==> config.mk <==
export PLATFORM = sky130hd
export DESIGN_NAME = lfsr_gen
export DESIGN_NICKNAME = d
export VERILOG_FILES = /design/src/rtl/lfsr_gen.sv
export SDC_FILE = /design/constraint.sdc
export NUM_CORES = 1
export LEC_CHECK = 0
export CORE_MARGIN = 4
export CORE_UTILIZATION = 47
export DETAILED_ROUTE_END_ITERATION = 16
export PLACE_DENSITY = 0.79
export SYNTH_ARGS = -nofsm -noshare
export SYNTH_HDL_FRONTEND = slang
export SYNTH_SLANG_ARGS = --single-unit
export TNS_END_PERCENT = 100
==> constraint.sdc <==
create_clock -name clk_i -period 2.2 [get_ports clk_i]
set_clock_uncertainty 0.05 [all_clocks]
set_input_delay 0.33 -clock clk_i [delete_from_list [all_inputs] [get_ports clk_i]]
set_output_delay 0.33 -clock clk_i [all_outputs]
set_load 0.01 [all_outputs]
==> src/rtl/lfsr_gen.sv <==
// Run-time configurable LFSR pattern generator: Fibonacci or Galois update,
// start/stop handshake, programmable step count and zero-seed lockup flag.
module lfsr_gen #(
    parameter int unsigned WIDTH = 16,
    parameter int unsigned CNT_W = 16
) (
    input  logic             clk_i,
    input  logic             nreset_i,
    input  logic [WIDTH-1:0] seed_i,
    input  logic [WIDTH-1:0] taps_i,
    input  logic             mode_i,
    input  logic [CNT_W-1:0] len_i,
    input  logic             start_i,
    input  logic             stop_i,
    output logic [WIDTH-1:0] lfsr_o,
    output logic             valid_o,
    output logic             busy_o,
    output logic             done_o,
    output logic             lockup_o
);

    generate
        if (WIDTH < 4 || WIDTH > 32) begin : g_bad_width
            $error("lfsr_gen: WIDTH must be within 4..32");
        end
    endgenerate

    typedef enum logic [1:0] {
        S_IDLE = 2'd0,
        S_RUN  = 2'd1,
        S_DONE = 2'd2
    } state_t;

    state_t           state_q;
    logic [WIDTH-1:0] lfsr_q;
    logic [WIDTH-1:0] taps_q;
    logic             mode_q;
    logic [CNT_W-1:0] len_q;
    logic [CNT_W-1:0] cnt_q;
    logic             valid_q;
    logic             busy_q;
    logic             done_q;
    logic             lockup_q;

    logic [WIDTH-1:0] fib_next_c;
    logic [WIDTH-1:0] gal_next_c;
    logic [WIDTH-1:0] next_c;
    logic [CNT_W-1:0] cnt_inc_c;
    logic             last_c;

    // Next LFSR state from the captured configuration only.
    always_comb begin
        fib_next_c = {^(lfsr_q & taps_q), lfsr_q[WIDTH-1:1]};
        gal_next_c = (lfsr_q >> 1) ^ (lfsr_q[0] ? taps_q : '0);
        next_c     = mode_q ? gal_next_c : fib_next_c;
    end

    // cnt_q < len_q while running, so the increment never wraps.
    always_comb begin
        cnt_inc_c = cnt_q + CNT_W'(1);
        last_c    = (cnt_inc_c == len_q);
    end

    always_ff @(posedge clk_i or negedge nreset_i) begin
        if (!nreset_i) begin
            state_q  <= S_IDLE;
            lfsr_q   <= '0;
            taps_q   <= '0;
            mode_q   <= 1'b0;
            len_q    <= '0;
            cnt_q    <= '0;
            valid_q  <= 1'b0;
            busy_q   <= 1'b0;
            done_q   <= 1'b0;
            lockup_q <= 1'b0;
        end else begin
            valid_q <= 1'b0;
            case (state_q)
                S_IDLE, S_DONE: begin
                    // Start wins over a simultaneous stop; stop alone is ignored here.
                    if (start_i) begin
                        lfsr_q   <= seed_i;
                        taps_q   <= taps_i;
                        mode_q   <= mode_i;
                        len_q    <= len_i;
                        cnt_q    <= '0;
                        done_q   <= 1'b0;
                        lockup_q <= 1'b0;
                        if (seed_i == '0) begin
                            lockup_q <= 1'b1;
                            done_q   <= 1'b1;
                            busy_q   <= 1'b0;
                            state_q  <= S_DONE;
                        end else if (len_i == '0) begin
                            done_q  <= 1'b1;
                            busy_q  <= 1'b0;
                            state_q <= S_DONE;
                        end else begin
                            busy_q  <= 1'b1;
                            state_q <= S_RUN;
                        end
                    end
                end
                S_RUN: begin
                    if (stop_i) begin
                        busy_q  <= 1'b0;
                        state_q <= S_IDLE;
                    end else begin
                        lfsr_q  <= next_c;
                        cnt_q   <= cnt_inc_c;
                        valid_q <= 1'b1;
                        if (last_c) begin
                            busy_q  <= 1'b0;
                            done_q  <= 1'b1;
                            state_q <= S_DONE;
                        end
                    end
                end
                default: begin
                    busy_q  <= 1'b0;
                    state_q <= S_IDLE;
                end
            endcase
        end
    end

    assign lfsr_o   = lfsr_q;
    assign valid_o  = valid_q;
    assign busy_o   = busy_q;
    assign done_o   = done_q;
    assign lockup_o = lockup_q;

endmodule

==> impl_table.tex, run 1 <==
\begin{tabular}{lr}
\hline
Metric & Value \\
\hline
\multicolumn{2}{l}{\textbf{Clocking}} \\
\quad Max clock buf depth & 2 \\
\quad TritonCTS Sinks & 70 \\
\quad Latest clock arrival within the worst-skew pair & 350 ps \\
\quad Number of CTS-inserted buffers & 9 \\
\quad H-tree levels & 3 \\
\quad CTS Root Cell & sky130\_fd\_sc\_hd\_\_clkbuf\_8 \\
\quad Clock tree from TritonCTS & built \\
\quad Clock slew at reported path FFs & 70 ps \\
\multicolumn{2}{l}{\textbf{Routing}} \\
\quad Uppermost routed layer & met4 \\
\quad Average detailed-routed wire length per instance & around 17 µm \\
\quad Remaining antenna violation count & 0 \\
\quad Iteration count of the initial detailed-routing pass & 5 \\
\quad Initial DRC count & about 300 \\
\quad Length of routed wiring on met1 & 4646 µm \\
\quad Routed wire length & $\sim$12000 µm \\
\quad Met3 routed WL & $\sim$720 µm \\
\quad Routed length on met2 & about 5700 µm \\
\quad Ratio of routed vias to standard cells & roughly 5.7 \\
\quad Number of design rule violations left after detail routing & 0 \\
\quad Number of vias after detailed routing & 3884 \\
\multicolumn{2}{l}{\textbf{Synthesis}} \\
\quad Mean area per synthesized cell & 8.349 µm² \\
\quad Parity-gate share of the synthesized area counting xor and xnor cells & between 10 and 15\% \\
\quad Multiplexer area fraction after synthesis & 0.2601\% \\
\quad Yosys top cell by area & sky130\_fd\_sc\_hd\_\_dfrtp\_1 \\
\quad Synthesized-area fraction occupied by and/or/nand/nor cells & roughly a quarter \\
\quad Synth Area in Compound Gates & between 10 and 15\% \\
\quad Number of distinct standard cells referenced by the synthesized netlist & between 40 and 50 \\
\quad Number of synthesized flops with an enable pin & 0 \\
\quad Post-synthesis sequential area ratio & 45.51\% \\
\quad Post-synth top flop & sky130\_fd\_sc\_hd\_\_dfrtp\_1 \\
\quad Synth area leaders & sky130\_fd\_sc\_hd\_\_dfrtp\_1, sky130\_fd\_sc\_hd\_\_nand2\_1, sky130\_fd\_sc\_hd\_\_xor2\_1 \\
\quad Number of nets in the synthesized netlist & 515 \\
\quad Share of synthesized cell area in full adder, half adder and majority cells & 0.3251\% \\
\quad Post-Synthesis Cell Area & 3849 µm² \\
\quad Asr flop ratio synth & 100.0\% \\
\quad Area share of the largest cell type after synthesis & around 46\% \\
\quad Cells after Synth & 461 \\
\quad Total of flip-flops plus latches after synthesis & 70 \\
\quad Total number of yosys warnings & 0 \\
\quad Dominant combinational cell family by area after synthesis & simple AND/OR/NAND/NOR gates \\
\multicolumn{2}{l}{\textbf{Setup path}} \\
\quad Critical path data arrival time & 2610 ps \\
\quad Required time of the critical path & between 2000 and 2500 ps \\
\quad Endpoint of the worst register-to-register path & state\_q[1] \\
\quad Worst setup path startpoint & cnt\_q[0] \\
\quad Worst r2r src & cnt\_q[0] \\
\quad Highest net fanout along the worst path & 4 \\
\quad Number of cell instances on the worst register-to-register path & 8 \\
\quad Critical Path Source Type & flop \\
\quad Register-to-register setup slack & -190 ps \\
\quad Category of the most critical setup path & reg -> reg \\
\quad Capturing element type of the critical path & flop \\
\quad Endpoint of the worst setup timing path & state\_q[1] \\
\multicolumn{2}{l}{\textbf{GRT}} \\
\quad Sum of overflow across all layers after global routing & 0 \\
\quad Number of antenna violations at the first check in global routing & 0 \\
\quad Global-route wire length before repair & 18780 µm \\
\quad Via count of the first global-routing pass & 3939 \\
\quad Maximum number of pins on one net before global-route repair & 51 \\
\quad Global router's overall resource usage & 24.20\% \\
\multicolumn{2}{l}{\textbf{Final layout}} \\
\quad Antenna cell count & 0 \\
\quad Most frequent cells in the layout & sky130\_fd\_sc\_hd\_\_nand2\_1, sky130\_fd\_sc\_hd\_\_clkdlybuf4s50\_1, sky130\_fd\_sc\_hd\_\_dfrtp\_1 \\
\quad Cell area after layout & 5310 µm² \\
\quad Most common cell after layout, fill and taps aside & sky130\_fd\_sc\_hd\_\_nand2\_1 \\
\quad Total number of nets in the final design & between 600 and 700 \\
\quad Layout cell share with drive strength beyond 1 & 15.16\% \\
\quad Synthesis-to-finish area growth & 37.97\% \\
\multicolumn{2}{l}{\textbf{STA}} \\
\quad Setup ws final & -187.5 ps \\
\quad Worst Max-Slew Pin Slew & 679.7 ps \\
\quad Timing-limited maximum frequency & 0.4188 GHz \\
\quad Final-report max-slew violation count & 0 \\
\quad Final period utilization & 108.5\% \\
\quad Fin crit period & approximately 2400 ps \\
\quad Total negative slack & -491.3 ps \\
\quad Hold violation count in the final report & 0 \\
\quad Setup repair after global routing missed its margin & yes \\
\quad Setup violations, final & 3 \\
\quad Headroom to the max-slew limit & 54.69\% \\
\multicolumn{2}{l}{\textbf{Outcome}} \\
\quad Status & complete, but fails checks \\
\quad Violations in the final reports & setup timing \\
\multicolumn{2}{l}{\textbf{Floorplan}} \\
\quad DIE AREA & $\sim$9700 µm² \\
\quad Initial Util & 49.04\% \\
\quad Core Region & around 7800 µm² \\
\quad Die Height & slightly below 100 µm \\
\quad \# IOs & 73 \\
\quad Floorplan row count & 32 \\
\quad Die boundary width & 98.49 µm \\
\multicolumn{2}{l}{\textbf{Place}} \\
\quad Half-perimeter wire length after detailed placement & 8013 µm \\
\quad Routability cong. & slightly below 0.9 \\
\quad Number of I/O port buffers & 72 \\
\quad Post-Place Cell Area & 4915 µm² \\
\quad Worst setup slack after placement & -83.68 ps \\
\multicolumn{2}{l}{\textbf{Pwr}} \\
\quad Clock group share of total power & 24.8\% \\
\quad Overall power & 4.576 mW \\
\quad Internal power & 3.019 mW \\
\quad Part of the power in registers & 40.1\% \\
\quad Pwr dens & approximately 860 nW/µm² \\
\quad Leakage power figure & 2.340 nW \\
\quad Combinational group share of total power & 35.1\% \\
\quad Switching power & 1.557 mW \\
\quad Worst IR drop on VDD & 599.7 µV \\
\quad Switching power as a share of total power & 34.03\% \\
\multicolumn{2}{l}{\textbf{Flow run}} \\
\quad Max-cap check violation count & 0 \\
\multicolumn{2}{l}{\textbf{Worst hold path}} \\
\quad Class of the most critical hold timing path & in -> async \\
\hline
\end{tabular}
==> layout make-up <==
cell class	instances	area (µm²)
multi-input cells	363	2071
clock inverters	6	86.33
well taps	102	127.6
flip-flops and latches	70	1752
inverters	3	11.26
clock buffers	10	127.6
fillers	629	2537
repair buffers	122	1135
==> flip-flops by register name, summed over array words and instances, names as in the netlist <==
signal	count
cnt_q	16
len_q	16
lfsr_o	16
taps_q	16
busy_o	1
done_o	1
lockup_o	1
mode_q	1
state_q	1
valid_o	1
==> synthesized netlist by cell type, types with 4 or more instances <==
cell type	number
sky130_fd_sc_hd__nand2b_1	4
sky130_fd_sc_hd__xnor2_1	18
sky130_fd_sc_hd__o31ai_1	6
sky130_fd_sc_hd__nor3_1	7
sky130_fd_sc_hd__nand4_1	9
sky130_fd_sc_hd__o21ai_0	45
sky130_fd_sc_hd__nor4_1	9
sky130_fd_sc_hd__and2_1	4
sky130_fd_sc_hd__a31oi_1	8
sky130_fd_sc_hd__xor2_1	27
sky130_fd_sc_hd__a22oi_1	14
sky130_fd_sc_hd__clkbuf_1	18
sky130_fd_sc_hd__nand2_1	148
sky130_fd_sc_hd__dfrtp_1	70
sky130_fd_sc_hd__nor2_1	14
sky130_fd_sc_hd__nand3_1	6
sky130_fd_sc_hd__buf_1	4
sky130_fd_sc_hd__a21oi_1	9
==> power by group through the flow <==
stage	sequential (mW)	clock (mW)	combinational, mW
final	1.83	1.14	1.61
after global placement	1.84	0	1.45
after global routing	1.86	1.22	1.76
after floorplan	1.83	0	0.844
after CTS	1.83	1.15	1.58
after detailed placement	1.85	0	1.48
==> cell families (layout without fill, tap and decap cells) <==
kind of cell / after synthesis / after routing
flip-flops: 70 / 70
AO/OA/AOI/OAI: 95 / 95
adder cells (fa/ha/maj): 1 / 1
multiplexers: 1 / 1
buffers and inverters: 28 / 141
AND/OR/NAND/NOR: 221 / 221
XOR/XNOR: 45 / 45
==> worst min-delay path by stage <==
| stage | cells after the start | endpoint | start |
|---|---|---|---|
| 4_1_cts | 3 | taps_q[1] | taps_i[1] |
| 3_5_place_dp | 1 | valid_o | nreset_i |
| 6_report | 2 | valid_o | nreset_i |
| 2_1_floorplan | 0 | busy_o | nreset_i |
| 5_1_grt | 3 | taps_q[2] | taps_i[2] |
| 3_3_place_gp | 1 | cnt_q[6] | nreset_i |
==> metal layers <==
layer	vias to the layer above	GRT usage, %
met5	-	0
met4	0	12.50
met3	42	4.105
met2	196	39.73
met1	1842	30.76
li1	1804	-
==> worst max-delay path: stages (launching register included) <==
cell                       delay, ps
sky130_fd_sc_hd__dfrtp_1         400
sky130_fd_sc_hd__buf_4           130
sky130_fd_sc_hd__ha_1            190
sky130_fd_sc_hd__nand3_1         140
sky130_fd_sc_hd__nor4_2          360
sky130_fd_sc_hd__xnor2_1         150
sky130_fd_sc_hd__or4_4           600
sky130_fd_sc_hd__nor3_4          150
sky130_fd_sc_hd__o21bai_1        140
==> stage by stage <==
step / hold slack (ps) / std cells / util [%]
3_3_place_gp: 281.1 / 647 / 62.63
2_1_floorplan: -15.59 / 461 / -
4_1_cts: 442.7 / 673 / 67.12
3_5_place_dp: 289.0 / 647 / 62.63
5_1_grt: 435.4 / 676 / 67.67
6_report: 436.2 / 676 / 67.67
==> timing repair <==
action | in CTS | in global routing
pin swaps | 9 | 2
setup endpoints to repair | 3 | 3
gates cloned | 0 | 0
gates resized for setup | 12 | 5
hold endpoints to repair | 20 | 0
buffers inserted | 9 | 3
hold buffers | 1 | 0
No activity file was read; power rests on OpenSTA's default activity.
==> run 2: changes to the inputs <==
Settings changed: SLEW_MARGIN set to 30.
==> results of run 2 <==
Final layout, timing and power as in run 1 (identical DEF).
==> run 3: changes to the inputs <==
Clock period 2.2 ns to 2 ns, I/O delays scaled along.
==> impl_table.tex, run 3 (synthesized netlist as in run 1, its figures left out) <==
\begin{tabular}{lr}
\hline
Metric & Value \\
\hline
\multicolumn{2}{l}{\textbf{Outcome}} \\
\quad Status & complete, but fails checks \\
\quad Violations in the final reports & setup timing \\
\multicolumn{2}{l}{\textbf{Clocking}} \\
\quad Latest clock arrival within the worst-skew pair & 350 ps (about the same) \\
\quad CTS Root Cell & sky130\_fd\_sc\_hd\_\_clkbuf\_8 \\
\quad TritonCTS Sinks & 70 (unchanged) \\
\quad Max clock buf depth & 2 (unchanged) \\
\quad H-tree levels & 3 (unchanged) \\
\quad Clock tree from TritonCTS & built \\
\quad Number of CTS-inserted buffers & 9 (unchanged) \\
\quad Clock slew at reported path FFs & 90 ps (+20 ps) \\
\multicolumn{2}{l}{\textbf{Setup path}} \\
\quad Required time of the critical path & 2240 ps (-180 ps) \\
\quad Highest net fanout along the worst path & 5 (+1) \\
\quad Critical Path Source Type & flop \\
\quad Critical path data arrival time & 2460 ps (-150 ps) \\
\quad Capturing element type of the critical path & flop \\
\quad Category of the most critical setup path & reg -> reg \\
\multicolumn{2}{l}{\textbf{Final layout}} \\
\quad Layout cell share with drive strength beyond 1 & 14.61\% (-0.55 points) \\
\quad Finished Core Util & 67.62\% (about the same) \\
\quad Total number of nets in the final design & 624 (+0.16\%) \\
\quad Antenna cell count & 0 (unchanged) \\
\quad Non-Filler Instances & 677 (+0.15\%) \\
\quad Final-layout fill cell count & 607 (-3.5\%) \\
\quad Cell area after layout & 5306 µm² (about the same) \\
\quad Most common cell after layout, fill and taps aside & sky130\_fd\_sc\_hd\_\_nand2\_1 \\
\quad Synthesis-to-finish area growth & 37.87\% (about the same) \\
\quad Most frequent cells in the layout & sky130\_fd\_sc\_hd\_\_nand2\_1, sky130\_fd\_sc\_hd\_\_clkdlybuf4s50\_1, sky130\_fd\_sc\_hd\_\_dfrtp\_1 \\
\multicolumn{2}{l}{\textbf{Place}} \\
\quad Half-perimeter wire length after detailed placement & 8230 µm (+2.7\%) \\
\quad Placed cell count & 658 (+1.7\%) \\
\quad Number of I/O port buffers & 72 (unchanged) \\
\quad Worst setup slack after placement & -227.7 ps (-144.0 ps) \\
\quad Routability cong. & 0.8691 (-0.23\%) \\
\quad Post-Place Cell Area & 5049 µm² (+2.7\%) \\
\multicolumn{2}{l}{\textbf{GRT}} \\
\quad Number of antenna violations at the first check in global routing & 0 (unchanged) \\
\quad Met1 layer usage reported by global route & 29.68\% (-1.1 points) \\
\quad Global-route wire length before repair & 18200 µm (-3.1\%) \\
\quad Via count of the first global-routing pass & 3797 (-3.6\%) \\
\quad Most used routing layer & met2 \\
\quad Met2 Resource Use GR & 39.37\% (-0.36 points) \\
\quad Global router's overall resource usage & 23.22\% (-0.98 points) \\
\quad Maximum number of pins on one net before global-route repair & 33 (-35\%) \\
\quad GR Util met3 & 4.954\% (+0.85 points) \\
\quad Sum of overflow across all layers after global routing & 0 (unchanged) \\
\multicolumn{2}{l}{\textbf{STA}} \\
\quad Final-report max-slew violation count & 0 (unchanged) \\
\quad Setup ws final & -220.5 ps (-32.94 ps) \\
\quad Headroom to the max-slew limit & 56.16\% (+1.5 points) \\
\quad Setup violations, final & 3 (unchanged) \\
\quad Hold violation count in the final report & 0 (unchanged) \\
\quad Worst Max-Slew Pin Slew & 657.6 ps (-22.11 ps) \\
\quad Timing-limited maximum frequency & 0.4504 GHz (+7.5\%) \\
\quad Fin crit period & 2220 ps (-167.1 ps) \\
\quad Final period utilization & 111.0\% (+2.5 points) \\
\quad Setup repair after global routing missed its margin & yes \\
\multicolumn{2}{l}{\textbf{Pwr}} \\
\quad Leakage power figure & 2.363 nW (+0.96\%) \\
\quad Switching power & 1.729 mW (+11\%) \\
\quad Internal power & 3.176 mW (+5.2\%) \\
\quad Pwr dens & 924.5 nW/µm² (+7.3\%) \\
\quad Part of the power in registers & 41.1\% (+1.0 points) \\
\quad Combinational group share of total power & 35.2\% (about the same) \\
\quad Worst IR drop on VDD & 664.1 µV (+11\%) \\
\quad Clock group share of total power & 23.7\% (-1.1 points) \\
\quad Switching power as a share of total power & 35.25\% (+1.2 points) \\
\quad Overall power & 4.906 mW (+7.2\%) \\
\multicolumn{2}{l}{\textbf{Routing}} \\
\quad Average detailed-routed wire length per instance & 16.42 µm (-3.5\%) \\
\quad Number of design rule violations left after detail routing & 0 (unchanged) \\
\quad Initial DRC count & 272 (-9.9\%) \\
\quad Remaining antenna violation count & 0 (unchanged) \\
\quad Number of vias after detailed routing & 3829 (-1.4\%) \\
\quad Routed wire length & 11120 µm (-3.4\%) \\
\quad Ratio of routed vias to standard cells & 5.656 (-1.6\%) \\
\quad Iteration count of the initial detailed-routing pass & 5 (unchanged) \\
\multicolumn{2}{l}{\textbf{Floorplan}} \\
\quad Die boundary width & 98.49 µm (unchanged) \\
\quad \# IOs & 73 (unchanged) \\
\quad Core Region & 7848 µm² (unchanged) \\
\quad Initial Util & 49.04\% (unchanged) \\
\quad DIE AREA & 9700 µm² (unchanged) \\
\quad Die Height & 98.49 µm (unchanged) \\
\quad Floorplan row count & 32 (unchanged) \\
\multicolumn{2}{l}{\textbf{Worst hold path}} \\
\quad Class of the most critical hold timing path & in -> reg \\
\multicolumn{2}{l}{\textbf{Flow run}} \\
\quad Max-cap check violation count & 0 (unchanged) \\
\hline
\end{tabular}
[run 3: changes by cell type in the layout (fill, tap and decap cells not counted), sizes merged]
cell      before  now
bufinv         2    1
clkinvlp       1    2
buf           50   51
clkinv         4    2
inv            2    4
[run 3: power by group through the flow]
stage	clock (mW)	combinational, mW	sequential (mW)
after detailed placement	0	1.67	2.03
after global placement	0	1.63	2.02
final	1.16	1.73	2.02
after floorplan	0	0.931	2.01
after CTS	1.18	1.73	2.01
after global routing	1.23	1.89	2.05
[run 3: cell type report]
type / instances / area, µm² / share of cell area, %
inverter: 3 / 11.26 / 0.2122
timing repair buffer: 123 / 1176 / 22.16
tap: 102 / 127.6 / 2.405
clock inverter: 6 / 67.56 / 1.273
sequential: 70 / 1753 / 33.03
clock buffer: 10 / 127.6 / 2.405
multi-input combinational: 363 / 2043 / 38.51
[run 3: worst paths after layout]
path | start | end | slack, ps | cells after the start
max | cnt_q[2] | done_o | -220 | 7
min in group asynchronous | nreset_i | len_q[12] | 430 | 2
min reg2reg | len_q[5] | len_q[5] | 460 | 2
max in group asynchronous | nreset_i | cnt_q[0] | 930 | 3
min | taps_i[9] | taps_q[9] | 410 | 3
max reg2reg | cnt_q[2] | done_o | -220 | 7
[run 3: worst max-delay path, stage by stage (launching register included)]
cell	delay, ps
sky130_fd_sc_hd__dfrtp_1	440
sky130_fd_sc_hd__nand3_2	140
sky130_fd_sc_hd__and2_1	190
sky130_fd_sc_hd__or4_1	380
sky130_fd_sc_hd__and3_1	210
sky130_fd_sc_hd__or4_4	450
sky130_fd_sc_hd__nor3_4	150
sky130_fd_sc_hd__o31a_1	150
[run 3: metrics by stage]
stage | TNS (ps) | hold slack (ps)
after floorplan | -343.5 | -45.59
after global placement | -460.6 | 273.1
after detailed placement | -626.7 | 279.9
after CTS | -562.8 | 400.4
after global routing | -840.8 | 413.1
final | -631.3 | 408.6
[run 3: repair_timing]
action                                  CTS  global route
endpoints found under the setup margin    3             5
buffers inserted                          2             0
hold buffers                              1             0
resized for setup                         7             3
pin swaps                                 1             4
endpoints found under the hold margin    20             0
[run 3: routing by layer]
metal	wire (µm)	share of wire, %	up-vias
li1	-	-	1801
met1	4577	41	1851
met2	5578	50	154
met3	733	6.6	23
met4	229	2.1	0
met5	0	0	-
